==> config.mk <==
export PLATFORM = sky130hd
export DESIGN_NAME = mem_lsu
export DESIGN_NICKNAME = d
export VERILOG_FILES = /design/src/rtl/lsu_pkg.sv /design/src/rtl/lsu_align.sv /design/src/rtl/mem_lsu.sv
export SDC_FILE = /design/constraint.sdc
export NUM_CORES = 1
export LEC_CHECK = 0
export CAP_MARGIN = 20
export CORE_UTILIZATION = 43
export CTS_CLUSTER_DIAMETER = 150
export DETAILED_ROUTE_END_ITERATION = 7
export PLACE_DENSITY = 0.86
export SETUP_SLACK_MARGIN = 0.3
export SYNTH_ARGS = -nofsm -noshare
export SYNTH_HDL_FRONTEND = slang
export SYNTH_SLANG_ARGS = --single-unit
==> constraint.sdc <==
create_clock -name ACLK -period 3.7 [get_ports ACLK]
set_clock_uncertainty 0.15 [all_clocks]
set_input_delay 1.11 -clock ACLK [delete_from_list [all_inputs] [get_ports ACLK]]
set_output_delay 1.11 -clock ACLK [all_outputs]
set_load 0.01 [all_outputs]
==> src/rtl/lsu_pkg.sv <==
// rtl/lsu_pkg.sv - shared types and constants for the MEM-stage load/store unit
// Contents:
//   lsu_state_t   : FSM state encoding for mem_lsu
//   LSU_*         : funct3 size/sign encodings for loads and stores
//   AXI_RESP_OKAY : the only non-error AXI response code
package lsu_pkg;

    typedef enum logic [2:0] {
        IDLE    = 3'd0,
        RD_ADDR = 3'd1,
        RD_DATA = 3'd2,
        WR      = 3'd3,
        WR_RESP = 3'd4,
        DONE    = 3'd5
    } lsu_state_t;

    localparam logic [2:0] LSU_B  = 3'b000;
    localparam logic [2:0] LSU_H  = 3'b001;
    localparam logic [2:0] LSU_W  = 3'b010;
    localparam logic [2:0] LSU_BU = 3'b100;
    localparam logic [2:0] LSU_HU = 3'b101;

    localparam logic [1:0] AXI_RESP_OKAY = 2'b00;

endpackage

==> src/rtl/lsu_align.sv <==
// rtl/lsu_align.sv - combinational byte-lane steering for loads and stores
// Ports:
//   funct3        in  3  : access size/sign (LSU_* encodings)
//   offset        in  2  : byte offset within the 32-bit word (addr[1:0])
//   wdata         in  32 : right-aligned store data
//   rdata         in  32 : raw word returned by the bus
//   wstrb         out 4  : byte strobes for the store, shifted into place
//   wdata_shifted out 32 : store data moved to its byte lanes
//   ld_data       out 32 : load data moved down to bit 0 and extended
//   misalign      out 1  : halfword on an odd address or word on a non-zero offset
module lsu_align
    import lsu_pkg::*;
(
    input  logic [2:0]  funct3,
    input  logic [1:0]  offset,
    input  logic [31:0] wdata,
    input  logic [31:0] rdata,
    output logic [3:0]  wstrb,
    output logic [31:0] wdata_shifted,
    output logic [31:0] ld_data,
    output logic        misalign
);

    logic [4:0]  bit_off;
    logic [31:0] rshift;

    assign bit_off       = {offset, 3'b000};
    assign wdata_shifted = wdata << bit_off;
    assign rshift        = rdata >> bit_off;

    // Strobes shift with the offset inside a 4-bit field, so lanes that would
    // fall past byte 3 of an unaligned access are simply lost.
    always_comb begin
        wstrb    = 4'b1111 << offset;
        misalign = (offset != 2'b00);
        case (funct3)
            LSU_B, LSU_BU: begin
                wstrb    = 4'b0001 << offset;
                misalign = 1'b0;
            end
            LSU_H, LSU_HU: begin
                wstrb    = 4'b0011 << offset;
                misalign = offset[0];
            end
            default: begin
                wstrb    = 4'b1111 << offset;
                misalign = (offset != 2'b00);
            end
        endcase
    end

    always_comb begin
        ld_data = rshift;
        case (funct3)
            LSU_B:   ld_data = {{24{rshift[7]}}, rshift[7:0]};
            LSU_BU:  ld_data = {24'h000000, rshift[7:0]};
            LSU_H:   ld_data = {{16{rshift[15]}}, rshift[15:0]};
            LSU_HU:  ld_data = {16'h0000, rshift[15:0]};
            default: ld_data = rshift;
        endcase
    end

endmodule

==> src/rtl/mem_lsu.sv <==
// rtl/mem_lsu.sv - MEM-stage load/store unit, one AXI4-Lite transaction per access
// Optional feature macro: MEM_LSU_MISALIGN_EN (trap misaligned halfword/word accesses)
// Ports:
//   ACLK, ARESETn              : clock, synchronous active-low reset
//   req_read, req_write        : load / store request from the EX/MEM buffer
//   req_addr, req_wdata        : byte address, right-aligned store data
//   req_funct3                 : size/sign of the access
//   stall_en                   : hold upstream pipeline buffers
//   ld_data, ld_valid          : extended load result and its one-cycle strobe
//   bus_err                    : one-cycle pulse on a non-OKAY RRESP/BRESP
//   AR*, R*, AW*, W*, B*       : AXI4-Lite master channels
//   misalign                   : (MEM_LSU_MISALIGN_EN only) misaligned access pulse
module mem_lsu
    import lsu_pkg::*;
(
    input  logic        ACLK,
    input  logic        ARESETn,
    input  logic        req_read,
    input  logic        req_write,
    input  logic [31:0] req_addr,
    input  logic [31:0] req_wdata,
    input  logic [2:0]  req_funct3,
    output logic        stall_en,
    output logic [31:0] ld_data,
    output logic        ld_valid,
    output logic        bus_err,
    output logic [31:0] ARADDR,
    output logic        ARVALID,
    input  logic        ARREADY,
    input  logic [31:0] RDATA,
    input  logic [1:0]  RRESP,
    input  logic        RVALID,
    output logic        RREADY,
    output logic [31:0] AWADDR,
    output logic        AWVALID,
    input  logic        AWREADY,
    output logic [31:0] WDATA,
    output logic [3:0]  WSTRB,
    output logic        WVALID,
    input  logic        WREADY,
    input  logic [1:0]  BRESP,
    input  logic        BVALID,
    output logic        BREADY
`ifdef MEM_LSU_MISALIGN_EN
    ,
    output logic        misalign
`endif
);

    lsu_state_t  state;
    logic [2:0]  funct3_q;
    logic [1:0]  offset_q;
    logic        aw_done;
    logic        w_done;

    logic        in_idle;
    logic        req_any;
    logic        aw_fin;
    logic        w_fin;
    logic [2:0]  al_funct3;
    logic [1:0]  al_offset;
    logic [3:0]  al_wstrb;
    logic [31:0] al_wdata;
    logic [31:0] al_ld_data;
    logic        al_misalign;

    assign in_idle = (state == IDLE);
    assign req_any = req_read | req_write;

    // One aligner serves both directions: in IDLE it looks at the incoming
    // request so store lanes can be registered on the way out; afterwards it
    // looks at the latched request so the returning RDATA is extended.
    assign al_funct3 = in_idle ? req_funct3    : funct3_q;
    assign al_offset = in_idle ? req_addr[1:0] : offset_q;

    // Low in DONE so the upstream buffer advances exactly once per access.
    assign stall_en = (in_idle & req_any) | (!in_idle && (state != DONE));

    // A channel counts as finished if it already handshook or does so now,
    // which lets AW and W complete in the same cycle or in either order.
    assign aw_fin = aw_done | (AWVALID & AWREADY);
    assign w_fin  = w_done  | (WVALID & WREADY);

    lsu_align u_align (
        .funct3        (al_funct3),
        .offset        (al_offset),
        .wdata         (req_wdata),
        .rdata         (RDATA),
        .wstrb         (al_wstrb),
        .wdata_shifted (al_wdata),
        .ld_data       (al_ld_data),
        .misalign      (al_misalign)
    );

`ifndef MEM_LSU_MISALIGN_EN
    logic unused_misalign;
    assign unused_misalign = al_misalign;
`endif

    always_ff @(posedge ACLK) begin
        if (!ARESETn) begin
            state    <= IDLE;
            funct3_q <= 3'b000;
            offset_q <= 2'b00;
            aw_done  <= 1'b0;
            w_done   <= 1'b0;
            ARADDR   <= 32'h0;
            ARVALID  <= 1'b0;
            RREADY   <= 1'b0;
            AWADDR   <= 32'h0;
            AWVALID  <= 1'b0;
            WDATA    <= 32'h0;
            WSTRB    <= 4'h0;
            WVALID   <= 1'b0;
            BREADY   <= 1'b0;
            ld_data  <= 32'h0;
            ld_valid <= 1'b0;
            bus_err  <= 1'b0;
`ifdef MEM_LSU_MISALIGN_EN
            misalign <= 1'b0;
`endif
        end else begin
            case (state)
                IDLE: begin
                    funct3_q <= req_funct3;
                    offset_q <= req_addr[1:0];
                    aw_done  <= 1'b0;
                    w_done   <= 1'b0;
`ifdef MEM_LSU_MISALIGN_EN
                    if (req_any && al_misalign) begin
                        state    <= DONE;
                        misalign <= 1'b1;
                    end else
`endif
                    if (req_read) begin
                        state   <= RD_ADDR;
                        ARADDR  <= {req_addr[31:2], 2'b00};
                        ARVALID <= 1'b1;
                    end else if (req_write) begin
                        state   <= WR;
                        AWADDR  <= {req_addr[31:2], 2'b00};
                        WDATA   <= al_wdata;
                        WSTRB   <= al_wstrb;
                        AWVALID <= 1'b1;
                        WVALID  <= 1'b1;
                    end
                end
                RD_ADDR: begin
                    if (ARREADY) begin
                        ARVALID <= 1'b0;
                        RREADY  <= 1'b1;
                        state   <= RD_DATA;
                    end
                end
                RD_DATA: begin
                    if (RVALID) begin
                        RREADY   <= 1'b0;
                        ld_data  <= al_ld_data;
                        ld_valid <= 1'b1;
                        bus_err  <= (RRESP != AXI_RESP_OKAY);
                        state    <= DONE;
                    end
                end
                WR: begin
                    if (AWVALID && AWREADY) begin
                        AWVALID <= 1'b0;
                        aw_done <= 1'b1;
                    end
                    if (WVALID && WREADY) begin
                        WVALID <= 1'b0;
                        w_done <= 1'b1;
                    end
                    if (aw_fin && w_fin) begin
                        BREADY <= 1'b1;
                        state  <= WR_RESP;
                    end
                end
                WR_RESP: begin
                    if (BVALID) begin
                        BREADY  <= 1'b0;
                        bus_err <= (BRESP != AXI_RESP_OKAY);
                        state   <= DONE;
                    end
                end
                DONE: begin
                    ld_valid <= 1'b0;
                    bus_err  <= 1'b0;
`ifdef MEM_LSU_MISALIGN_EN
                    misalign <= 1'b0;
`endif
                    state    <= IDLE;
                end
                default: begin
                    state <= IDLE;
                end
            endcase
        end
    end

endmodule

Yosys cells after proc, flatten, opt, wreduce, memory -nomap -nowiden
Cells that the tools add are included.

Bits in registers: 145. Input bits: 112. Output and inout bits: 140. Word-level logic and storage cells: 114.

Equality and inequality tests: 19. Shift-type cells: 5. Mux-type cells: 35. Bitwise logic cells: 8. Reduce and logical (&&, ||, !) cells: 30.

Operator list (count): $pmux 32 s4 (1); $shl 32x5->32 (1); $shr 32x5->32 (1); $mux 3 (7); $ne 2x2->1 const B (9); $pmux 1 s2 (8); $mux 1 (15); $pmux 3 s5 (1); $reduce_and 3->1 (5); $reduce_bool 2->1 (7); $eq 3x3->1 const B (4); $reduce_and 2->1 (5); $pmux 4 s2 (1); $reduce_and 4->1 (2); $eq 3x1->1 const B (2); $eq 3x2->1 const B (2); $logic_not 3->1 (2); $ne 3x3->1 const B (2); $reduce_and 5->1 (1); $logic_and 1x1->1 (4); $or 1x1->1 (4); $reduce_or 2->1 (2); $shl 1x2->4 const A (1); $shl 2x2->4 const A (1); 7 further kinds (9).

Depth between registers and ports, before layout
Gate-level depths: netlist of run 1.

Depth in word-level cells: 5. Mapped depth: 9.

Hierarchy
Synthesis of run 1 repeated with hierarchy kept, for this count alone.

Cells, all modules: 867. Area, all modules: 6615.1 um2.

By module, submodules not included: mem_lsu (times used 1, cells an instance 662, area an instance 5323.9 um2, sequential area each 2902.8 um2); lsu_align (times used 1, cells an instance 205, area an instance 1291.2 um2, sequential area each 0.0 um2).

Worst setup path before layout of run 1
Ideal clock, no wire load.

Kind: in2out. Start point: in req_read. End point: out stall_en. Arrival time: 1.889 ns. Data required time: 2.440 ns. Setup slack: 0.551 ns. Stages: 4. Path buffers: 0. Path through: or3_1 -> nor2_1 -> a21oi_1 -> or2_2.

Word-level cells in the longest chain between the ends: 3.

Ends and longest elaborated chain: from (decl) (RTL line mem_lsu.sv:18) `input logic req_read,`; $or 1x1->1 (RTL line mem_lsu.sv:68) `assign req_any = req_read | req_write;`; $and 1x1->1 (RTL line mem_lsu.sv:77) `assign stall_en = (in_idle & req_any) | (!in_idle && (state != DONE));`; $or 1x1->1 (RTL line mem_lsu.sv:77); to (decl) (RTL line mem_lsu.sv:23) `output logic stall_en,`.

Every way passes these cells.

Final worst setup path of run 1
Ends and elaborated chain as after synthesis.

==> results of run 1 <==
-- what timing repair did --
| action | 4_1_cts | 5_1_grt |
|---|---|---|
| buffers inserted | 1 | 0 |
| pin swaps | 2 | 2 |
| gates resized for setup | 12 | 3 |
| endpoints found under the setup margin | 1 | 1 |
| endpoints found under the hold margin | 0 | 0 |
-- cell usage after synthesis, drive strengths merged (3+ instances only) --
library cell	number	area, um2
a21oi	127	673
a221oi	8	70.1
a22oi	9	72.6
a2bb2oi	8	70.1
a31oi	3	25.0
and2b	3	22.5
buf	24	166
clkbuf	37	139
dfxtp	145	2900
inv	4	15.0
mux2	30	338
mux2i	29	303
nand2	133	499
nand2b	3	18.8
nand3	33	170
nand4	3	18.8
nor2	56	215
nor2b	10	62.6
nor3	8	50.1
nor4b	3	53.8
o21ai	70	350
o31a	3	26.3
-- layer usage --
metal / vias to the layer above / GRT usage (%) / routed length, um
met1: 3134 / 34.3 / 8900
met4: 0 / 12.3 / 722
met5: - / 0 / 0
met3: 52 / 5.63 / 1450
met2: 304 / 44.2 / 10100
li1: 3164 / - / -
-- worst register-to-register path: stages, from the launching register on --
cell and delay, ns:
dfxtp_1 0.89, or3_1 0.45, mux2i_4 0.31, nor3_1 0.09, o32ai_4 0.79, a21oi_1 0.15
-- cell families after synthesis --
kind of cell    after synthesis  share of synthesized area, %
compound gates              240                          22.2
buf+inv                      65                          4.94
flops                       145                          44.8
mux                          59                          9.88
other cells                   1                        0.0579
simple gates                260                          18.1
-- per-stage QoR --
| stage | total power, W | setup TNS [ns] | setup slack, ns |
|---|---|---|---|
| after floorplan | 0.00395 | 0 | 0.551 |
| after global placement | 0.00507 | -0.333 | -0.333 |
| after detailed placement | 0.00512 | -0.331 | -0.331 |
| after CTS | 0.00688 | 0 | 0.325 |
| after global routing | 0.00726 | 0 | 0.341 |
| final | 0.00690 | 0 | 0.382 |
-- layout make-up --
class	instances	area share [%]
multi-input combinational	563	33.8
tap	184	2.36
inverter	4	0.154
clock buffer	19	4.54
sequential	145	29.7
clock inverter	13	1.67
timing repair buffer	275	27.8
-- power breakdown --
group	switching, W	internal (W)	leakage, nW	total [W]
clock	0.000670	0.00108	0.301	0.00175
sequential	0.000196	0.00186	1.18	0.00205
combinational	0.00168	0.00142	2.16	0.00309
total	0.00254	0.00435	3.65	0.00690
-- final timing paths --
check                              from                       end  slack [ns]  depth (start not counted)
setup / recovery               req_read                  stall_en        0.38                          6
hold / removal     aw_done$_SDFFE_PN0P_      aw_done$_SDFFE_PN0P_        0.30                          2
setup reg to reg  state[1]$_SDFFE_PN0P_  ld_data[30]$_SDFFE_PN0P_        0.70                          5
hold reg to reg    aw_done$_SDFFE_PN0P_      aw_done$_SDFFE_PN0P_        0.30                          2
-- flip-flops by register name (all words and copies together), names as in the netlist --
signal / cells
w_done: 1
ld_data: 32
funct3_q: 3
AWADDR: 30
ld_valid: 1
ARADDR: 30
WSTRB: 4
offset_q: 2
WVALID: 1
RREADY: 1
BREADY: 1
bus_err: 1
state: 3
WDATA: 32
AWVALID: 1
aw_done: 1
ARVALID: 1
==> metrics.md, run 1 <==
| Metric | Value |
|---|---|
| Tcrit/Tclk final | `89.7%` |
| Slew margin rel. | `40.1%` |
| Die W | `125 um` |
| CTS buffer count | `17` |
| Register area | `0.00290 mm2` |
| Nets@finish | `1,118` |
| Number of synthesized register bits | `145` |
| Area after DPL | `0.00915 mm2` |
| Number of synthesized flops with an enable pin | `0` |
| Die area | `0.0156 mm2` |
| Yosys warns | `0` |
| # hold bufs at CTS | `0` |
| Post-synth ARST share | `0%` |
| Worst path cell trace | `clkbuf_2 -> or3_4 -> nor2_2 -> a21oi_1 -> or2_4 -> buf_6` |
| Total gr overflow | `0` |
| Worst hold-check path type | `flop to flop` |
| CTS Buffer Depth | `2` |
| Buf+Inv Stages, Crit Path | `2` |
| Most frequent cells in the layout | `clkdlybuf4s50_1 (244), dfxtp_1 (145), nand2_1 (133)` |
| Filler cell count | `1,172` |
| Worst path required time | `2.44 ns` |
| Via/cell ratio | `5.53` |
| Dpl hpwl | `14,700 um` |
| Area growth from synthesis to layout | `50.6%` |
| Most common cell after layout, fill and taps aside | `clkdlybuf4s50_1` |
| Max Cap Viol | `0` |
| DIE HEIGHT | `125 um` |
| Hold Worst Slack | `0.300 ns` |
| PD cells | `706 mW/mm2` |
| LEAKAGE | `3.65 nW` |
| Share of layout cells above drive strength 1 | `12.3%` |
| Top delay family on crit path | `simple AND/OR/NAND/NOR gates` |
| Row cnt | `44` |
| WL final | `21,200 um` |
| Placed cell count | `1,170` |
| Root Driver | `clkbuf_16` |
| Crit path kind | `input pin to output port` |
| Fin. Hold Viols | `0` |
| Slowest CP cell | `or3_4` |
| Clk_lat worst skew | `0.42 ns` |
| Number of detailed-routing iterations run before antenna repair | `8` |
| Initial drt markers | `733` |
| Number of I/O port buffers | `247` |
| Core area | `0.0146 mm2` |
| First-pass GRT wire length | `33,700 um` |
| Htree depth | `4` |
| Vias in the first global route | `6,402` |
| Setup violators final | `0` |
| CTS clock-pin slew for the worst setup and hold paths | `0.06 ns` |
| CP arrival | `2.06 ns` |
| CP peak stage delay | `0.37 ns` |
| Crit. End Element | `output port` |
| CTS tree | `built` |
| F_max | `301 MHz` |
| Main flop type after synthesis | `dfxtp_1` |
| Finished Layout Cells | `1,203` |
| Via count | `6,654` |
| Post-synthesis sequential area ratio | `44.8%` |
| Initial antenna violation count | `0` |
| # clock sinks | `145` |
| Pin count of the biggest net entering global routing | `52` |
| Area occupied by multi-input gates | `0.00330 mm2` |
| DRC viols | `20` |
| Post-detailed-route wirelength per cell | `17.6 um` |
| ANT cells | `0` |
| Syn_area_per_cell | `8.42 um2` |
| Tmin final | `3.32 ns` |
| Cells after Synth | `770` |
| Synth unique cells | `54` |
| Gpl congestion | `0.909` |
| Final core utilization | `66.7%` |
| Max FO, Critical Path | `2` |
| Max VDD drop | `349 uV` |
| Netlist area before placement | `0.00648 mm2` |
| Max-slew violation count | `0` |
| RSZ-0062 raised after global routing | `no` |
| IO Pins | `252` |
| Final Cell Area | `0.00976 mm2` |
| Total Routing Usage GR | `27.1%` |
| Worst-Margin Slew | `0.899 ns` |
| Failing checks | `DRC` |
| Status | `finished with violations` |
| Starting density of the core | `44.3%` |
| Routed Antenna Nets | `0` |
| Startpoint types | `input pin` |
Note: power is estimated with default switching activity, not from simulation.
==> inputs of run 2 (changes only) <==
CORE_UTILIZATION = 29   (was 43)
PLACE_DENSITY = 0.64   (was 0.86)
==> metrics.md, run 2 (synthesized netlist as in run 1, its figures left out) <==
| Metric | Value |
|---|---|
| PD cells | `699 mW/mm2 (-1.0%)` |
| Worst path cell trace | `buf_2 -> or3_4 -> nor2_2 -> a21oi_1 -> or2_4 -> buf_6` |
| Routed Antenna Nets | `0 (unchanged)` |
| Die area | `0.0230 mm2 (+47%)` |
| Setup violators final | `0 (unchanged)` |
| Hold path startpoint | `ARADDR[12]$_SDFFE_PN0P_` |
| Initial drt markers | `407 (-44%)` |
| Number of detailed-routing iterations run before antenna repair | `5 (-3)` |
| Crit path kind | `input pin to output port` |
| CTS buffer count | `17 (unchanged)` |
| Critical R2R Capture | `ld_data[31]$_SDFFE_PN0P_` |
| First-pass GRT wire length | `34,200 um (+1.5%)` |
| Total gr overflow | `0 (unchanged)` |
| Post-detailed-route wirelength per cell | `17.2 um (-2.3%)` |
| Final core utilization | `45.1% (-22 points)` |
| Via count | `6,449 (-3.1%)` |
| Tmin final | `3.36 ns (+0.0392 ns)` |
| Total Routing Usage GR | `19.3% (-7.8 points)` |
| Post-CTS Setup Inserts | `0 (-1)` |
| Initial antenna violation count | `1 (+1)` |
| Worst-Margin Slew | `0.929 ns (+0.0301 ns)` |
| IO Pins | `252 (unchanged)` |
| CP peak stage delay | `0.39 ns (+0.02 ns)` |
| Row cnt | `54 (+23%)` |
| Share of layout cells above drive strength 1 | `12.5% (+0.26 points)` |
| CTS Buffer Depth | `2 (unchanged)` |
| Nets@finish | `1,121 (+0.27%)` |
| Setup TNS | `0 ns (unchanged)` |
| Starting density of the core | `29.6% (-15 points)` |
| Worst hold-check path type | `flop to flop` |
| # clock sinks | `145 (unchanged)` |
| Largest regs | `WDATA x32, ld_data x32` |
| Pin count of the biggest net entering global routing | `67 (+29%)` |
| Via/cell ratio | `4.95 (-11%)` |
| Max-slew violation count | `0 (unchanged)` |
| Max VDD drop | `284 uV (-18%)` |
| # hold bufs at CTS | `0 (unchanged)` |
| Crit. End Element | `output port` |
| Area growth from synthesis to layout | `52.5%` |
| Slowest CP cell | `or3_4` |
| Number of I/O port buffers | `247 (unchanged)` |
| Gpl congestion | `0.869 (-4.4%)` |
| CTS tree | `built` |
| Fin. Hold Viols | `0 (unchanged)` |
| Max Cap Viol | `0 (unchanged)` |
| DIE HEIGHT | `151 um (+21%)` |
| Slew margin rel. | `38.1% (-2.0 points)` |
| Buf+Inv Stages, Crit Path | `2 (unchanged)` |
| WL final | `22,400 um (+5.8%)` |
| Root Driver | `clkbuf_16` |
| FF-to-FF path depth | `5 (unchanged)` |
| Clk_lat worst skew | `0.41 ns (about the same)` |
| Power Total | `0.00691 W (+0.23%)` |
| FF-to-FF setup slack | `0.67 ns (-0.03 ns)` |
| DRC viols | `0 (-100%)` |
| LEAKAGE | `3.65 nW (about the same)` |
| Dpl hpwl | `15,900 um (+7.9%)` |
| Worst path required time | `2.44 ns (about the same)` |
| CTS clock-pin slew for the worst setup and hold paths | `0.06 ns (about the same)` |
| Critical path depth | `6 (unchanged)` |
| Critical Path End | `stall_en` |
| Core area | `0.0219 mm2 (+49%)` |
| Vias in the first global route | `6,112 (-4.5%)` |
| Max FO, Critical Path | `2 (unchanged)` |
| F_max | `298 MHz (-1.2%)` |
| RSZ-0062 raised after global routing | `no` |
| Final Cell Area | `0.00988 mm2 (+1.2%)` |
| Most frequent cells in the layout | `clkdlybuf4s50_1 (244), dfxtp_1 (145), nand2_1 (133)` |
| Tcrit/Tclk final | `90.7% (+1.1 points)` |
| Reg-to-reg startpoint | `state[1]$_SDFFE_PN0P_` |
| Filler cell count | `2,182 (+86%)` |
| Status | `finished, final reports clean` |
| CP arrival | `2.10 ns (+0.04 ns)` |
| Area after DPL | `0.00928 mm2 (+1.5%)` |
| Htree depth | `4 (unchanged)` |
| Top delay family on crit path | `simple AND/OR/NAND/NOR gates` |
| Startpoint types | `input pin` |
| Crit path from | `req_write` |
| Die W | `151 um (+21%)` |
| Most common cell after layout, fill and taps aside | `clkdlybuf4s50_1` |
==> run 2: cell count changes in the layout (fill, tap and decap cells not counted) <==
cell,change
clkbuf_2,-1
diode_2,+1
inv_6,+3
clkinv_4,-1
inv_8,+1
clkinv_2,-2
buf_2,+1
buf_12,-1
bufinv_16,-1
buf_4,+4
==> run 2: worst min path at each step <==
stage                                          to  slack [ns]  cells past startpoint
after floorplan              aw_done$_SDFFE_PN0P_        0.28                      2
after global placement        w_done$_SDFFE_PN0P_        0.29                      2
after detailed placement   ARADDR[2]$_SDFFE_PN0P_        0.30                      2
after CTS                  ARADDR[2]$_SDFFE_PN0P_        0.30                      2
after global routing      AWADDR[24]$_SDFFE_PN0P_        0.32                      2
final                     ARADDR[12]$_SDFFE_PN0P_        0.30                      2
==> run 2: metrics by stage <==
step           instances  setup slack (ns)  hold slack [ns]
6_report            1303             0.343            0.302
5_1_grt             1303             0.291            0.324
4_1_cts             1302             0.307            0.304
3_5_place_dp        1270            -0.408            0.296
3_3_place_gp        1270            -0.420            0.288
2_1_floorplan        773             0.551            0.282
==> run 2: where the power goes <==
group	internal [W]	leakage (nW)	switching (W)	total, W
combinational	0.00143	2.17	0.00167	0.00311
sequential	0.00186	1.18	0.000206	0.00206
clock	0.00103	0.294	0.000717	0.00174
==> run 2: worst reg2reg max path, stage by stage (launching register included) <==
cell and delay, ns:
dfxtp_1 0.90, or3_1 0.46, mux2i_4 0.32, nor3_1 0.09, o32ai_4 0.81, a21oi_1 0.15
==> run 2: area by class of cell <==
| class | instances | area (um2) | area share (%) |
|---|---|---|---|
| clock inverter | 13 | 151 | 1.53 |
| sequential | 145 | 2900 | 29.4 |
| tap | 280 | 350 | 3.55 |
| inverter | 4 | 15.0 | 0.152 |
| antenna | 1 | 2.50 | 0.0253 |
| multi-input combinational | 563 | 3300 | 33.4 |
| timing repair buffer | 278 | 2720 | 27.5 |
| clock buffer | 19 | 443 | 4.48 |
==> run 2: metal layers <==
layer,track usage [%],wire (um),part of all wire [%],up-vias
met2,30.1,10500,47,221
met4,6.19,466,2.1,0
li1,-,-,-,3175
met3,5.00,1450,6.5,29
met5,0,0,0,-
met1,25.8,10000,45,3024
==> run 2: repair_timing <==
action	4_1_cts	5_1_grt
resized for setup	14	2
setup endpoints to repair	1	1
pin swaps	2	2
==> inputs of run 3 (changes only) <==
CTS_CLUSTER_SIZE = 40   (was not set)
==> results of run 3 <==
The final DEF is identical to that of run 2; final timing and power are the same.
